`src/rtl/seven_segment_capture.sv`:
```
// Receive-side decoder for a multiplexed 4-digit seven-segment bus: waits for each
// digit dwell to settle, decodes it, and presents complete 4-slot frames on valid/ready.
module seven_segment_capture #(
  parameter int SETTLE_CYCLES  = 1024,
  parameter int TIMEOUT_CYCLES = 65536
) (
  input  logic        clk_100MHz,
  input  logic        reset,
  input  logic [3:0]  anode,
  input  logic [6:0]  segment,
  input  logic        frame_ready,
  output logic        frame_valid,
  output logic [15:0] digits,
  output logic [3:0]  dash_mask,
  output logic        frame_error,
  output logic        stall
);

  localparam int SW = $clog2(SETTLE_CYCLES);
  localparam int TW = $clog2(TIMEOUT_CYCLES) + 1;
  localparam logic [SW-1:0] SETTLE_MAX  = SW'(SETTLE_CYCLES - 1);
  localparam logic [TW-1:0] TIMEOUT_MAX = TW'(TIMEOUT_CYCLES);
  localparam logic [TW-1:0] TIMEOUT_PRE = TW'(TIMEOUT_CYCLES - 1);

  typedef enum logic {S_COLLECT, S_HOLD} state_t;

  state_t        r_state, w_state_next;
  logic [3:0]    r_anode;
  logic [6:0]    r_segment;
  logic          r_in_valid;
  logic [SW-1:0] r_settle, w_settle_next;
  logic          r_armed, w_armed_next;
  logic [TW-1:0] r_timeout, w_timeout_next;
  logic [3:0]    r_seen, w_seen_next;
  logic          r_err_acc, w_err_acc_next;
  logic [15:0]   r_shadow_digits, w_shadow_digits_next;
  logic [3:0]    r_shadow_dash, w_shadow_dash_next;
  logic          r_frame_valid, w_frame_valid_next;
  logic [15:0]   r_digits, w_digits_next;
  logic [3:0]    r_dash_mask, w_dash_mask_next;
  logic          r_frame_error, w_frame_error_next;

  logic       w_anode_change, w_change;
  logic       w_legal, w_blank, w_illegal;
  logic [1:0] w_slot;
  logic [3:0] w_value;
  logic       w_dash, w_bad;
  logic       w_sample, w_timeout_hit;

  assign w_anode_change = (anode != r_anode);
  assign w_change       = w_anode_change || (segment != r_segment);

  // r_in_valid keeps the all-zero reset value of r_anode from reading as an illegal anode
  always_comb begin
    w_legal = 1'b0;
    w_slot  = 2'd0;
    case (r_anode)
      4'b1110: begin w_legal = r_in_valid; w_slot = 2'd0; end
      4'b1101: begin w_legal = r_in_valid; w_slot = 2'd1; end
      4'b1011: begin w_legal = r_in_valid; w_slot = 2'd2; end
      4'b0111: begin w_legal = r_in_valid; w_slot = 2'd3; end
      default: ;
    endcase
  end

  assign w_blank   = (r_anode == 4'b1111);
  assign w_illegal = r_in_valid && !w_legal && !w_blank;

  always_comb begin
    w_value = 4'hF;
    w_dash  = 1'b0;
    w_bad   = 1'b0;
    case (r_segment)
      7'b1000000: w_value = 4'd0;
      7'b1111001: w_value = 4'd1;
      7'b0100100: w_value = 4'd2;
      7'b0110000: w_value = 4'd3;
      7'b0011001: w_value = 4'd4;
      7'b0010010: w_value = 4'd5;
      7'b0000010: w_value = 4'd6;
      7'b1111000: w_value = 4'd7;
      7'b0000000: w_value = 4'd8;
      7'b0010000: w_value = 4'd9;
      7'b0111111: begin w_value = 4'hA; w_dash = 1'b1; end
      default:    w_bad = 1'b1;
    endcase
  end

  assign w_sample      = w_legal && r_armed && (r_settle == SETTLE_MAX);
  assign w_timeout_hit = !w_anode_change && (r_timeout == TIMEOUT_PRE);

  always_comb begin
    w_state_next         = r_state;
    w_seen_next          = r_seen;
    w_err_acc_next       = r_err_acc;
    w_shadow_digits_next = r_shadow_digits;
    w_shadow_dash_next   = r_shadow_dash;
    w_frame_valid_next   = r_frame_valid;
    w_digits_next        = r_digits;
    w_dash_mask_next     = r_dash_mask;
    w_frame_error_next   = r_frame_error;

    if (w_change || !w_legal)
      w_settle_next = '0;
    else if (r_settle == SETTLE_MAX)
      w_settle_next = r_settle;
    else
      w_settle_next = r_settle + 1'b1;

    if (w_anode_change)
      w_timeout_next = '0;
    else if (r_timeout == TIMEOUT_MAX)
      w_timeout_next = r_timeout;
    else
      w_timeout_next = r_timeout + 1'b1;

    // A dwell is sampled once; any input change re-arms it
    if (w_change)
      w_armed_next = 1'b1;
    else if (w_sample)
      w_armed_next = 1'b0;
    else
      w_armed_next = r_armed;

    case (r_state)
      S_COLLECT: begin
        if (w_illegal)
          w_err_acc_next = 1'b1;
        if (w_sample) begin
          w_shadow_digits_next[{w_slot, 2'b00} +: 4] = w_value;
          w_shadow_dash_next[w_slot]                 = w_dash;
          w_seen_next[w_slot]                        = 1'b1;
          if (w_bad)
            w_err_acc_next = 1'b1;
        end
        if (w_timeout_hit) begin
          w_seen_next    = 4'b0000;
          w_err_acc_next = 1'b0;
        end else if (w_seen_next == 4'b1111) begin
          w_digits_next      = w_shadow_digits_next;
          w_dash_mask_next   = w_shadow_dash_next;
          w_frame_error_next = w_err_acc_next;
          w_frame_valid_next = 1'b1;
          w_state_next       = S_HOLD;
        end
      end
      S_HOLD: begin
        if (r_frame_valid && frame_ready) begin
          w_frame_valid_next   = 1'b0;
          w_seen_next          = 4'b0000;
          w_err_acc_next       = 1'b0;
          w_shadow_digits_next = '0;
          w_shadow_dash_next   = '0;
          w_state_next         = S_COLLECT;
        end
      end
      default: w_state_next = S_COLLECT;
    endcase
  end

  always_ff @(posedge clk_100MHz or negedge reset) begin
    if (!reset) begin
      r_state         <= S_COLLECT;
      r_anode         <= '0;
      r_segment       <= '0;
      r_in_valid      <= 1'b0;
      r_settle        <= '0;
      r_armed         <= 1'b0;
      r_timeout       <= '0;
      r_seen          <= '0;
      r_err_acc       <= 1'b0;
      r_shadow_digits <= '0;
      r_shadow_dash   <= '0;
      r_frame_valid   <= 1'b0;
      r_digits        <= '0;
      r_dash_mask     <= '0;
      r_frame_error   <= 1'b0;
    end else begin
      r_state         <= w_state_next;
      r_anode         <= anode;
      r_segment       <= segment;
      r_in_valid      <= 1'b1;
      r_settle        <= w_settle_next;
      r_armed         <= w_armed_next;
      r_timeout       <= w_timeout_next;
      r_seen          <= w_seen_next;
      r_err_acc       <= w_err_acc_next;
      r_shadow_digits <= w_shadow_digits_next;
      r_shadow_dash   <= w_shadow_dash_next;
      r_frame_valid   <= w_frame_valid_next;
      r_digits        <= w_digits_next;
      r_dash_mask     <= w_dash_mask_next;
      r_frame_error   <= w_frame_error_next;
    end
  end

  assign frame_valid = r_frame_valid;
  assign digits      = r_digits;
  assign dash_mask   = r_dash_mask;
  assign frame_error = r_frame_error;
  assign stall       = (r_timeout == TIMEOUT_MAX);

endmodule

```
`config.mk`:
```
export PLATFORM = sky130hd
export DESIGN_NAME = seven_segment_capture
export DESIGN_NICKNAME = d
export VERILOG_FILES = /design/src/rtl/seven_segment_capture.sv
export SDC_FILE = /design/constraint.sdc
export NUM_CORES = 1
export LEC_CHECK = 0
export ABC_AREA = 1
export BUFFER_PORTS_ARGS = -buffer_cell sky130_fd_sc_hd__buf_2
export CORE_AREA = 2 2 94 96
export DETAILED_ROUTE_END_ITERATION = 7
export DIE_AREA = 0 0 96 98
export GPL_TIMING_DRIVEN = 1
export PLACE_DENSITY = 0.78
export SLEW_MARGIN = 0
export SYNTH_ARGS = -nofsm -noshare
export SYNTH_HDL_FRONTEND = slang
export SYNTH_SLANG_ARGS = --single-unit
```
`constraint.sdc`:
```
create_clock -name clk_100MHz -period 2.4 [get_ports clk_100MHz]
set_input_delay 0.36 -clock clk_100MHz [delete_from_list [all_inputs] [get_ports clk_100MHz]]
set_output_delay 0.36 -clock clk_100MHz [all_outputs]
set_load 0.02 [all_outputs]
```
# Word level (Yosys, flattened, before mapping)
# Index checks and enable logic that the tools add are counted.
# Widths: inputs -> output; s select.
dict set report totals {
  regBits 88
  in_bits 14
  out_inout_bits 23
  word_cells 106
}
dict set report op_classes {
  addsub 3
  magnitude_cmp 2
  eq_ne 26
  shifts 2
  mux 37
  bitwise_logic 3
  reduce_logical 18
}
# cell count
set op_table {}
lappend op_table {{$pmux 4 s11} 1}
lappend op_table {{$mux 17} 2}
lappend op_table {{$mux 16} 2}
lappend op_table {{$pmux 16 s2} 1}
lappend op_table {{$eq 7x5->1 const B} 3}
lappend op_table {{$eq 7x6->1 const B} 3}
lappend op_table {{$eq 7x7->1 const B} 3}
lappend op_table {{$eq 4x4->1 const B} 5}
lappend op_table {{$mux 10} 2}
lappend op_table {{$mux 4} 5}
lappend op_table {{$add 17x1->17 const B} 1}
lappend op_table {{$eq 17x16->1 const B} 1}
lappend op_table {{$eq 17x17->1 const B} 1}
lappend op_table {{$bwmux 16} 1}
lappend op_table {{$pmux 4 s2} 2}
lappend op_table {{$shift 4x6->16 const A} 1}
lappend op_table {{$shiftx 4x6->16} 1}
lappend op_table {{$mux 1} 15}
lappend op_table {{$reduce_or 11->1} 1}
lappend op_table {{$add 10x1->10 const B} 1}
lappend op_table {{$eq 10x10->1 const B} 1}
lappend op_table {{$eq 7x2->1 const B} 1}
lappend op_table {{$logic_and 1x1->1} 7}
lappend op_table {{$logic_not 7->1} 1}
lappend op_table {{19 further kinds} 29}

# Logic depth before layout (Yosys ltp)
dict set report depth {
  depth_word 13
  mapped_depth 14
  mapped_depth_nobuf 13
}

# Worst setup path after synthesis
# OpenSTA, ideal clock, no wires.
dict set report synth_path {
  path_kind {register to register}
  start {register r_timeout[0]}
  end {register r_digits[2] (netlist: digits[2])}
  setup_ps 117
  arrival_time_ps 1930
  t_required_ps 2283
  setup_slack_ps 353
  path_stages_with_launch 14
  n_path_buf 1
  period_less_slack_ps 2047
  path_cell_list {dfrtp_1 > ha_1 > nand3_1 > nand3b_1 > nor3_1 > ha_1 > inv_1 > o21ai_0 > inv_1 > o21ai_1 > nor2_4 > buf_6 > nand2_1 > nand2_1}
}
dict set report synth_via {
  elab_chain_len 4
}
# item line
set synth_lines {}
lappend synth_lines {{start: declaration} 33} ;# logic [TW-1:0] r_timeout, w_timeout_next;
lappend synth_lines {{start signal: assignment} 185} ;# r_timeout <= w_timeout_next;
lappend synth_lines {{$eq 17x16->1} 90} ;# assign w_timeout_hit = !w_anode_change && (r_timeout == TIMEOUT_PRE);
lappend synth_lines {{$logic_and 1x1->1} 90}
lappend synth_lines {{$not 1->1 (no line)} --}
lappend synth_lines {{$reduce_and 3->1 (no line)} --}
lappend synth_lines {{end signal: assignment} 191} ;# r_digits <= w_digits_next;
lappend synth_lines {{end: declaration} 39} ;# logic [15:0] r_digits, w_digits_next;
# Every way passes these cells.
# A chain may end at the register's enable or synchronous reset.

# Final worst setup path
dict set report layout_path {
  start {register r_timeout[1]}
  end {register r_dash_mask[3] (netlist: dash_mask[3])}
}
dict set report layout_via {
  elab_chain_len 4
}
# item line
set layout_lines {}
lappend layout_lines {{$eq 17x16->1} 90}
lappend layout_lines {{$logic_and 1x1->1} 90}
lappend layout_lines {{$not 1->1 (no line)} --}
lappend layout_lines {{$reduce_and 3->1 (no line)} --}
lappend layout_lines {{end signal: assignment} 192} ;# r_dash_mask <= w_dash_mask_next;
lappend layout_lines {{end: declaration} 40} ;# logic [3:0] r_dash_mask, w_dash_mask_next;
# Every way passes these cells.

==> out/results.tsv <==
metric	value	unit
first_iter_violations	191	
clock_latency	0.37	ns
hold_depth	1	
yosys.area.top_type	dfrtp_1	
ys_top_cells_by_count	nand2_1 (210), dfrtp_1 (88), inv_1 (68), nor2_1 (45), o21ai_0 (32)	
port_buffers	36	
die_w	96	µm
syn_inst	584	
cts-root-buf	clkbuf_8	
clk_path_buf_depth	2	
post_cts_buffers	0	
place_ws	0.151	ns
critical_path_arrival	2.42	ns
yosys_warnings	0	
r2r_start	r_timeout[1]	
ys_ff_latch	88	
worst_pin_slew	0.555	ns
drt-wirelength-per-cell	12.4	µm
ys_seq_area_share	48.5	%
power.density	508	nW/µm²
finalHoldViolations	0	
routed_via_density	5.14	
synth.avg_cell_area	7.78	µm²
dp_hpwl	6.79	mm
grt_pass1_wl	16.3	mm
synth_area_leaders	dfrtp_1 (48%), nand2_1 (17%), inv_1 (5.6%), nor2_1 (3.7%), o21ai_0 (3.5%)	
post-route-period-util	90.1	%
ant_nets	0	
postSynth.asyncResetShare	100	%
rr_worst_depth	13	
worstSetupPathType	reg -> reg	
design.die.area	9410	µm²
track_usage	21.6	%
synth_cell_types	37	
slew_viol_final	0	
htree_levels	3	
cts_made_buffers	9	
synth_top_area_share	48.5	%
status	complete, no violations	
synth_edf_count	0	
die_h	98	µm
fin_setup_tns	0	ns
fin_nets	659	
drt_first_pass_iters	5	
endpoint_kind	register	
clkTransAtPathRegs	0.09	ns
syn-num-nets	607	
n_antenna_cell	0	
wl	9.26	mm
first_global_vias	3797	
setup_viol	0	
final_core_util	60.5	%
cp_max_fo	21	
floorplan.initialDensity	53.7	%
drive_above_1_share	13.6	%
total_power	2610	µW
io-pin-count	37	
hold_path_class	in -> reg	
irDropWorstVdd	319	µV
drcViolationCount	0	
setup_slack	0.238	ns
dpl_cell_area	4930	µm²
rsz0062_at_grt	no	
ys.flop_type	dfrtp_1	
max_freq	463	MHz
rrSetupSlack	0.24	ns
cts.sinks	88	
p_leak	0.00273	µW
grt-ovfl-total	0	
gp_congestion	0.882	
hold_path.startpoint	segment[6]	
syn_to_final_growth	12.8	%
syn_area	4540	µm²
design_area	5120	µm²
dr_total_vias	3851	
fin_worst_skew	0.0151	ns
layout_min_cycle_time	2.16	ns
cts_tree	built	
worstPathRequired	2.66	ns
antenna_found_initial	0	
r2r_end	dash_mask[3]	
drv_cap	0	
yosysMostFrequentCell	nand2_1	
max_slew_margin	63.0	%
holdPathEnd	r_segment[6]	
grt_max_degree	43	
core-area	8470	µm²
rows	34	
worstSetupStartpointType	register	
[worst max-delay path, cell delays in order (launching register included)]
cell and delay (ns):
dfrtp_1 0.38, ha_1 0.18, nand3_1 0.14, nand3b_1 0.22, nor3_1 0.15, ha_1 0.17
inv_1 0.04, o21ai_1 0.19, inv_1 0.08, o21ai_1 0.18, nor2_4 0.06, buf_12 0.15
nand2_1 0.06, nand2_1 0.05
[timing repair]
action	4_1_cts	5_1_grt
hold buffers	1	0
endpoints found under the hold margin	40	0
endpoints found under the setup margin	0	21
gates resized for setup	0	1
[metrics by stage]
stage,hold slack [ns],instances
2_1_floorplan,0.0644,584
3_3_place_gp,0.375,732
3_5_place_dp,0.382,732
4_1_cts,0.106,749
5_1_grt,0.105,749
6_report,0.118,749
[report_power, final]
group	switching (µW)	internal, µW	leakage, µW
combinational	101	47.3	0.00156
sequential	13.8	1490	0.00109
clock	545	405	0.0000809
total	660	1950	0.00273
[per-layer routing]
| metal | GRT usage [%] | routed length, µm | share of wire [%] |
|---|---|---|---|
| met1 | 27.5 | 4320 | 47 |
| met2 | 36.3 | 4490 | 48 |
| met3 | 3.47 | 291 | 3.1 |
| met4 | 8.57 | 156 | 1.7 |
| met5 | 0 | 0 | 0 |
[final cells by class]
| type | count | area [µm²] |
|---|---|---|
| Clock buffer | 10 | 138 |
| Clock inverter | 6 | 43.8 |
| Fill cell | 764 | 3340 |
| Inverter | 72 | 270 |
| Multi-Input combinational cell | 415 | 2010 |
| Sequential cell | 88 | 2200 |
| Tap cell | 108 | 135 |
| Timing Repair Buffer | 50 | 328 |
[how the worst max path moves through the flow]
stage | to | from | slack, ns
6_report | dash_mask[3] | r_timeout[1] | 0.24
5_1_grt | dash_mask[3] | r_timeout[0] | 0.01
4_1_cts | dash_mask[3] | r_timeout[1] | 0.14
3_5_place_dp | digits[6] | r_timeout[1] | 0.15
3_3_place_gp | frame_error | r_timeout[0] | 0.28
2_1_floorplan | digits[2] | r_timeout[0] | 0.35
[flip-flops by register name (all words and copies together) (netlist names), 4 cells and up]
name,flops
digits,16
r_shadow_dash,4
r_seen,4
r_shadow_digits,16
dash_mask,4
r_segment,7
r_settle,10
r_anode,4
r_timeout,17
[cells in the final DEF, fill, tap and decap left out, types with 2 or more instances in the layout]
master	synthesis	routed
nand2_2	8	8
nor2_2	2	2
dfrtp_1	88	88
inv_1	68	68
ha_1	9	9
buf_4	0	11
xnor2_1	2	2
nor3_1	13	13
nand3_4	2	2
nand4_1	9	9
nand3_1	21	21
buf_12	0	3
buf_2	0	35
clkinvlp_4	0	4
a211oi_1	3	3
o211ai_1	2	2
nand2_1	210	210
inv_2	3	3
o211a_1	2	2
nor2_1	45	45
xor2_1	7	7
clkbuf_8	0	10
nor4_1	3	3
o31ai_1	2	2
nor2_4	2	2
a21oi_1	27	27
o21ai_1	3	4
o21ai_0	32	31
[cells by family (layout without fill, tap and decap cells)]
kind of cell / Yosys count / in the layout / share of synthesized area (%)
DFF: 88 / 88 / 48.5
adders and majority gates: 9 / 9 / 2.48
other: 1 / 1 / 0.0825
and+or+nand+nor: 321 / 321 / 30.8
AOI/OAI and AO/OA: 75 / 75 / 9.11
xor gates and xnor gates: 9 / 9 / 1.73
buffers and inverters: 81 / 138 / 7.35
(Power assumes the default switching activity.)
